===== config.mk =====
export PLATFORM = sky130hd
export DESIGN_NAME = t20_timer_flat
export DESIGN_NICKNAME = d
export VERILOG_FILES = /design/src/rtl/t20_timer_if.sv /design/src/rtl/t20_timer.sv /design/src/flat_wrapper.sv
export SDC_FILE = /design/constraint.sdc
export NUM_CORES = 1
export LEC_CHECK = 0
export CORE_ASPECT_RATIO = 0.8
export CORE_MARGIN = 5
export CORE_UTILIZATION = 35
export DETAILED_ROUTE_END_ITERATION = 10
export PLACE_DENSITY = 0.61
export SLEW_MARGIN = 20
export SYNTH_ARGS = -nofsm -noshare
export SYNTH_HDL_FRONTEND = slang
export SYNTH_SLANG_ARGS = --single-unit

===== constraint.sdc =====
create_clock -name CLOCK -period 1.5 [get_ports CLOCK]
set_input_delay 0.15 -clock CLOCK [delete_from_list [all_inputs] [get_ports CLOCK]]
set_output_delay 0.15 -clock CLOCK [all_outputs]
set_load 0.02 [all_outputs]

===== src/rtl/t20_timer_if.sv =====
// ============================================================================
// Module      : t20_timer_if
// Description : 20-minute timer handshake bundle between controller and timer.
// Revision    : 1.0 - initial release
// ============================================================================
`default_nettype none

interface t20_timer_if;
   logic       T20START;
   logic       PAUSE;
   logic       T20DONE;
   logic       BUSY;
   logic [6:0] REMAIN_MIN;
   logic [5:0] REMAIN_SEC;

   modport master (
      output T20START, PAUSE,
      input  T20DONE, BUSY, REMAIN_MIN, REMAIN_SEC
   );

   modport slave (
      input  T20START, PAUSE,
      output T20DONE, BUSY, REMAIN_MIN, REMAIN_SEC
   );
endinterface

`default_nettype wire


===== src/rtl/t20_timer.sv =====
// ============================================================================
// Module      : t20_timer
// Description : Responder for the controller's T20START/T20DONE interval timer.
// Revision    : 1.0 - initial release
// ============================================================================
`default_nettype none

module t20_timer #(
   parameter int TICKS_PER_SEC = 1,
   parameter int DURATION_SEC  = 1200
) (
   input  wire logic  CLOCK,
   input  wire logic  nRESET,
   t20_timer_if.slave bus
);

   localparam int             c_PRESC_W    = (TICKS_PER_SEC > 1) ? $clog2(TICKS_PER_SEC) : 1;
   localparam [c_PRESC_W-1:0] c_PRESC_MAX  = c_PRESC_W'(TICKS_PER_SEC - 1);
   localparam [6:0]           c_RELOAD_MIN = 7'(DURATION_SEC / 60);
   localparam [5:0]           c_RELOAD_SEC = 6'(DURATION_SEC % 60);

   typedef enum logic [1:0] {
      S_IDLE = 2'd0,
      S_RUN  = 2'd1,
      S_DONE = 2'd2
   } state_t;

   state_t               r_state;
   logic [c_PRESC_W-1:0] r_presc;
   logic [6:0]           r_min;
   logic [5:0]           r_sec;
   logic                 r_done;
   logic                 r_busy;

   // Only 00:01 can decrement to 00:00, so that is the final-second test.
   logic w_last_sec;
   assign w_last_sec = (r_min == 7'd0) && (r_sec == 6'd1);

   always_ff @(negedge CLOCK or negedge nRESET) begin
      if (!nRESET) begin
         r_state <= S_IDLE;
         r_presc <= '0;
         r_min   <= c_RELOAD_MIN;
         r_sec   <= c_RELOAD_SEC;
         r_done  <= 1'b0;
         r_busy  <= 1'b0;
      end else begin
         case (r_state)
            S_IDLE: begin
               r_min   <= c_RELOAD_MIN;
               r_sec   <= c_RELOAD_SEC;
               r_presc <= '0;
               if (bus.T20START) begin
                  r_state <= S_RUN;
                  r_busy  <= 1'b1;
               end
            end
            S_RUN: begin
               if (!bus.T20START) begin
                  r_state <= S_IDLE;
                  r_busy  <= 1'b0;
                  r_presc <= '0;
                  r_min   <= c_RELOAD_MIN;
                  r_sec   <= c_RELOAD_SEC;
               end else if (!bus.PAUSE) begin
                  if (r_presc == c_PRESC_MAX) begin
                     r_presc <= '0;
                     if (r_sec != 6'd0) begin
                        r_sec <= r_sec - 6'd1;
                     end else begin
                        r_sec <= 6'd59;
                        r_min <= r_min - 7'd1;
                     end
                     if (w_last_sec) begin
                        r_state <= S_DONE;
                        r_done  <= 1'b1;
                        r_busy  <= 1'b0;
                     end
                  end else begin
                     r_presc <= r_presc + 1'b1;
                  end
               end
            end
            S_DONE: begin
               // Holding T20START never restarts; the controller must drop it to re-arm.
               if (!bus.T20START) begin
                  r_state <= S_IDLE;
                  r_done  <= 1'b0;
                  r_min   <= c_RELOAD_MIN;
                  r_sec   <= c_RELOAD_SEC;
               end
            end
            default: begin
               r_state <= S_IDLE;
               r_done  <= 1'b0;
               r_busy  <= 1'b0;
            end
         endcase
      end
   end

   assign bus.T20DONE    = r_done;
   assign bus.BUSY       = r_busy;
   assign bus.REMAIN_MIN = r_min;
   assign bus.REMAIN_SEC = r_sec;

endmodule

`default_nettype wire


===== src/flat_wrapper.sv =====
// flat-port wrapper written by rule: the top's interface ports become plain ports
module t20_timer_flat 
#(
   parameter int TICKS_PER_SEC = 1,
   parameter int DURATION_SEC  = 1200
)
  (CLOCK, nRESET, bus_T20START, bus_PAUSE, bus_T20DONE, bus_BUSY, bus_REMAIN_MIN, bus_REMAIN_SEC);
  t20_timer_if bus_i ();
  input  wire logic CLOCK;
  input  wire logic nRESET;
  input wire logic [$bits(bus_i.T20START)-1:0] bus_T20START;
  input wire logic [$bits(bus_i.PAUSE)-1:0] bus_PAUSE;
  output wire logic [$bits(bus_i.T20DONE)-1:0] bus_T20DONE;
  output wire logic [$bits(bus_i.BUSY)-1:0] bus_BUSY;
  output wire logic [$bits(bus_i.REMAIN_MIN)-1:0] bus_REMAIN_MIN;
  output wire logic [$bits(bus_i.REMAIN_SEC)-1:0] bus_REMAIN_SEC;
  assign bus_i.T20START = bus_T20START;
  assign bus_i.PAUSE = bus_PAUSE;
  assign bus_T20DONE = bus_i.T20DONE;
  assign bus_BUSY = bus_i.BUSY;
  assign bus_REMAIN_MIN = bus_i.REMAIN_MIN;
  assign bus_REMAIN_SEC = bus_i.REMAIN_SEC;
  t20_timer #(.TICKS_PER_SEC(TICKS_PER_SEC), .DURATION_SEC(DURATION_SEC)) u_core (.CLOCK(CLOCK), .nRESET(nRESET), .bus(bus_i));
endmodule

==> results.ini, run 1 <==
[place]
dp_slack_ps=-918.6
placed_cell_area_mm2=0.001493
place.gp.congestion=0.9032
portBuffers=18
dp_hpwl_mm=2.087

[logic_synthesis]
synth_area_um2=985.9
yosysTopAreaCell=dfrtn_1
synthFlopType=dfrtn_1
syn-num-nets=116
synthTopCellsByCount=dfrtn_1 (15), o21ai_0 (13), inv_1 (11)
synth_edf_count=0
ys_ff_latch=17
async_flop_share=1.000
synth_most_common_cell=dfrtn_1
seq_area_frac_synth=0.4340
syn_area_per_cell_um2=9.129
synth_area_leaders=dfrtn_1 (38%), o21ai_0 (6.6%), dfstp_2 (5.3%)
synth_cells=108
yosysUniqueCellTypes=33
synth_top_area_frac=0.3807
ys_warn_count=0

[clocking]
cts_buffers=3
ctsHoldBuffers=0
cts_buffer_depth=2
path_clk_slew_ps=70
cts_root_buf=clkbuf_4
clock_sinks=17
htreeDepth=1
cts_tree=done
clk_latency_ps=350

[sta]
setup_violations=31
relSlewSlack=0.7825
rsz0062_at_grt=true
setup_ws_ps=-404.1
slew_viol_final=0
fin_worst_skew_ps=59.47
finalHoldViolations=0
tightest_slew_ps=323.9

[worst_setup_path]
regToRegSetupSlack_ps=-200
cpPeakStageDelay_ps=530
path_buf_inv=1
cp.depth=1
r2r_end=u_core.r_state[1]
cpMaxStageDelayCell=dfstp_2
cp_cell_sequence=buf_6
worst-setup-path-type=reg -> out
worstRegToRegCells=6
worstPathRequired_ps=1350
cp-end-kind=primary output
cp_top_family=flip-flops
crit_path_max_fanout=2
r2r_start=u_core.bus.REMAIN_SEC[5]
startpoint_type=register
arrival_ps=1750

[detailed_routing]
wl_mm=3.239
first_pass_iters=6
dr_total_vias=1108
ant_nets=0
vias_per_cell=5.106
drt_iter0_markers=35
wl_per_cell_um=14.93
drc=0

[final_layout]
areaGrowthSynthToFinish_pct=90.23
n_fill_cell=225
final_layout_size_suffix_gt1_frac=0.6034
n_antenna_cell=0
final_net_count=188
finalInstanceArea_mm2=0.001876

[hold_path]
hold_class=reg -> reg
holdPathEnd=u_core.bus.T20DONE
holdPathStages=2
worstHoldStart=u_core.bus.T20DONE

[floorplanning]
rows=17
start_util=0.3621
ioPinCount=19
die_area_mm2=0.003985
core-area_mm2=0.002723
die_h_um=57.47
die_w_um=69.34

[status]
status=complete, but fails checks
violations=negative setup slack

[grt]
track_usage=0.1606
antenna_found_initial=0
overflow=0
grt_pass1_wl_mm=5.175
first_global_vias=1116
grt_max_degree=10

[pwr]
p_per_area_mw_per_mm2=674.2
ir_drop_mv=0.6197
p_leak_uw=0.0008648

[job]
cap_viol_max_count=0

==> power by group <==
group	internal (uW)	switching, uW	leakage, uW
Clock	111	167	0.0000256
Combinational	250	232	0.000617
Sequential	487	18.0	0.000223
Total	848	417	0.000865
==> cell families after synthesis <==
logic type | Yosys count | share of synthesized area
compound gates | 36 | 0.2259
fa+ha+maj | 4 | 0.05076
buf+inv | 14 | 0.06599
flops | 17 | 0.4340
simple gates | 37 | 0.2234
==> worst max path at each step <==
stage,startpoint,end,slack (ps)
after detailed placement,bus_T20START,u_core.bus.REMAIN_MIN[5],-920
final,u_core.bus.REMAIN_MIN[4],bus_REMAIN_MIN[4],-400
after global placement,bus_T20START,u_core.bus.REMAIN_MIN[5],-850
after CTS,u_core.bus.REMAIN_MIN[4],bus_REMAIN_MIN[4],-420
after floorplan,bus_T20START,u_core.bus.REMAIN_MIN[2],-430
after global routing,u_core.bus.REMAIN_MIN[2],bus_REMAIN_MIN[2],-460
==> layout by cell type (no fill, tap or decap), types with 3 or more instances in the layout <==
master     n
a21oi_1    3
nor2_1     7
nand3_1    4
buf_4     38
or4_4      4
ha_1       4
o21ai_1    6
o21ai_2    6
dfrtn_1   15
nand2_1    5
nor3_1     3
inv_1     12
clkbuf_4   3
buf_6     28
==> area by class of cell <==
cell class / instances / area (um2) / area share
repair buffers: 69 / 635.6 / 0.3389
well taps: 38 / 47.55 / 0.02535
inverters: 10 / 37.54 / 0.02001
flip-flops and latches: 17 / 427.9 / 0.2282
multi-input cells: 77 / 693.2 / 0.3696
clock inverters: 2 / 7.507 / 0.004003
clock buffers: 4 / 26.28 / 0.01401
==> flip-flops by register name, indices dropped and copies added, names as in the netlist <==
| register | count |
|---|---|
| u_core.bus.BUSY | 1 |
| u_core.bus.REMAIN_MIN | 7 |
| u_core.bus.REMAIN_SEC | 6 |
| u_core.bus.T20DONE | 1 |
| u_core.r_state | 2 |
==> through the flow <==
stage / cells / util / hold WS (ps) / total power, uW / TNS [ps]
finish: 217 / 0.6889 / 477.8 / 1265 / -6713
global route: 217 / 0.6889 / 515.9 / 1343 / -7785
CTS: 211 / 0.6255 / 472.0 / 1203 / -6539
detailed placement: 199 / 0.5483 / 448.3 / 873.2 / -19830
global placement: 199 / 0.5483 / 442.6 / 866.3 / -19070
floorplan: 108 / - / 448.8 / 690.2 / -3933
==> per-layer routing <==
metal | routed length (um) | global-route usage | vias up
met2 | 1635 | 0.2826 | 26
met5 | 0 | 0 | -
met3 | 94 | 0.04577 | 6
met4 | 58 | 0.03900 | 0
li1 | - | - | 538
met1 | 1451 | 0.1951 | 538
==> what timing repair did <==
| action | CTS | global route |
|---|---|---|
| resized for setup | 125 | 28 |
| endpoints found under the hold margin | 0 | 0 |
| setup endpoints to repair | 32 | 32 |
| gates cloned | 0 | 0 |
| buffers inserted | 7 | 7 |
| pin swaps | 15 | 13 |
(Power assumes the default switching activity.)
==> run 2: changes to the inputs <==
- SKIP_LAST_GASP: default -> 1
==> results.ini, run 2 (synthesized netlist as in run 1, its figures left out) <==
[place]
dp_hpwl_mm=2.087
placed_cell_area_mm2=0.001493
place.gp.congestion=0.9032
portBuffers=18
dp.cells=199

[clocking]
cts_buffer_depth=2
htreeDepth=1
ctsHoldBuffers=0
clock_sinks=17
cts_tree=done
cts_buffers=3
cts_root_buf=clkbuf_4
path_clk_slew_ps=70
clk_latency_ps=350

[detailed_routing]
first_pass_iters=4
drc=0
vias_per_cell=5.092
wl_mm=3.207
dr_total_vias=1105
wl_per_cell_um=14.78
met3WireLength_um=88
drt_iter0_markers=46
ant_nets=0
route.met2.wl_mm=1.629
routed.top_layer=met4
wl_met1_mm=1.431

[sta]
slew_viol_final=0
tightest_slew_ps=310.5
whs_ps=477.8
setup_violations=31
rsz0062_at_grt=true
fin_worst_skew_ps=60.25
relSlewSlack=0.7915
setup_ws_ps=-402.1
finalHoldViolations=0

[floorplanning]
rows=17
die_h_um=57.47
core-area_mm2=0.002723
die_w_um=69.34
start_util=0.3621
die_area_mm2=0.003985
ioPinCount=19

[grt]
track_usage=0.1606
overflow=0
first_global_vias=1116
antenna_found_initial=0
grt_pass1_wl_mm=5.175
grt_max_degree=10

[final_layout]
finalInstanceArea_mm2=0.001872
final_cell_mix=buf_4 (38), buf_6 (28), dfrtn_1 (15)
largest_reg_flops=7
instances_no_fill=217
final_layout_size_suffix_gt1_frac=0.5978
n_antenna_cell=0
final_net_count=188
n_fill_cell=227
final_common_cell=buf_4
areaGrowthSynthToFinish_pct=89.85

[job]
cap_viol_max_count=0

[pwr]
ir_drop_mv=0.6193
comb_power_share=0.380
p_sw_uw=412.2
p_per_area_mw_per_mm2=673.0
p_leak_uw=0.0008630
pwr-share-clk=0.219
p_sw_frac=0.3273
p_seq_frac=0.401
p_int_uw=847.4

[status]
status=complete, but fails checks
violations=negative setup slack

[hold_path]
holdPathStages=2
holdPathEnd=u_core.bus.T20DONE
worstHoldStart=u_core.bus.T20DONE
hold_class=reg -> reg

[worst_setup_path]
crit_path_max_fanout=2
cpMaxStageDelayCell=dfstp_2
r2r_start=u_core.bus.REMAIN_SEC[5]
arrival_ps=1750
worst-setup-path-type=reg -> out
cpPeakStageDelay_ps=530
cp-startpoint=u_core.bus.REMAIN_MIN[4]
regToRegSetupSlack_ps=-190
path_buf_inv=1
cp_cell_sequence=buf_6
worstRegToRegCells=6
startpoint_type=register
r2r_end=u_core.r_state[1]
worstPathRequired_ps=1350
cp_top_family=flip-flops
cp-end-kind=primary output

==> run 2: cell type report <==
cell class                 count  area [um2]  share of cell area
inverter                      10       37.54             0.02005
clock buffer                   4       26.28             0.01404
tap                           38       47.55             0.02540
clock inverter                 2       7.507            0.004011
multi-input combinational     77       689.4              0.3683
timing repair buffer          69       635.6              0.3396
sequential                    17       427.9              0.2286
==> run 2: timing repair <==
| action | in CTS | in global routing |
|---|---|---|
| setup buffers | 7 | 7 |
| resized for setup | 124 | 28 |
| pin swaps | 15 | 13 |
| endpoints found under the setup margin | 32 | 32 |
==> run 2: power groups by stage <==
stage / combinational (uW) / clock [uW] / sequential, uW
after floorplan: 128 / 12.5 / 549
after global routing: 516 / 318 / 508
after global placement: 346 / 12.5 / 507
final: 478 / 276 / 505
after detailed placement: 353 / 12.5 / 508
after CTS: 410 / 287 / 506
==> run 2: how the worst max path moves through the flow <==
stage	endpoint	slack, ps	depth (start not counted)
after floorplan	u_core.bus.REMAIN_MIN[2]	-430	5
after global placement	u_core.bus.REMAIN_MIN[5]	-850	5
after detailed placement	u_core.bus.REMAIN_MIN[5]	-920	5
after CTS	bus_REMAIN_MIN[4]	-420	1
after global routing	bus_REMAIN_MIN[2]	-460	1
final	bus_REMAIN_MIN[4]	-400	1
==> run 2: metrics by stage <==
stage	setup slack [ps]	power [uW]	util	TNS (ps)
2_1_floorplan	-434.9	690.2	-	-3933
3_3_place_gp	-850.1	866.3	0.5483	-19070
3_5_place_dp	-918.6	873.2	0.5483	-19830
4_1_cts	-418.0	1203	0.6255	-6573
5_1_grt	-459.1	1342	0.6875	-7791
6_report	-402.1	1260	0.6875	-6652
==> run 2: routing by layer <==
metal	vias up	track usage
met3	6	0.04577
li1	539	-
met2	26	0.2826
met4	0	0.03900
met5	-	0
met1	534	0.1951
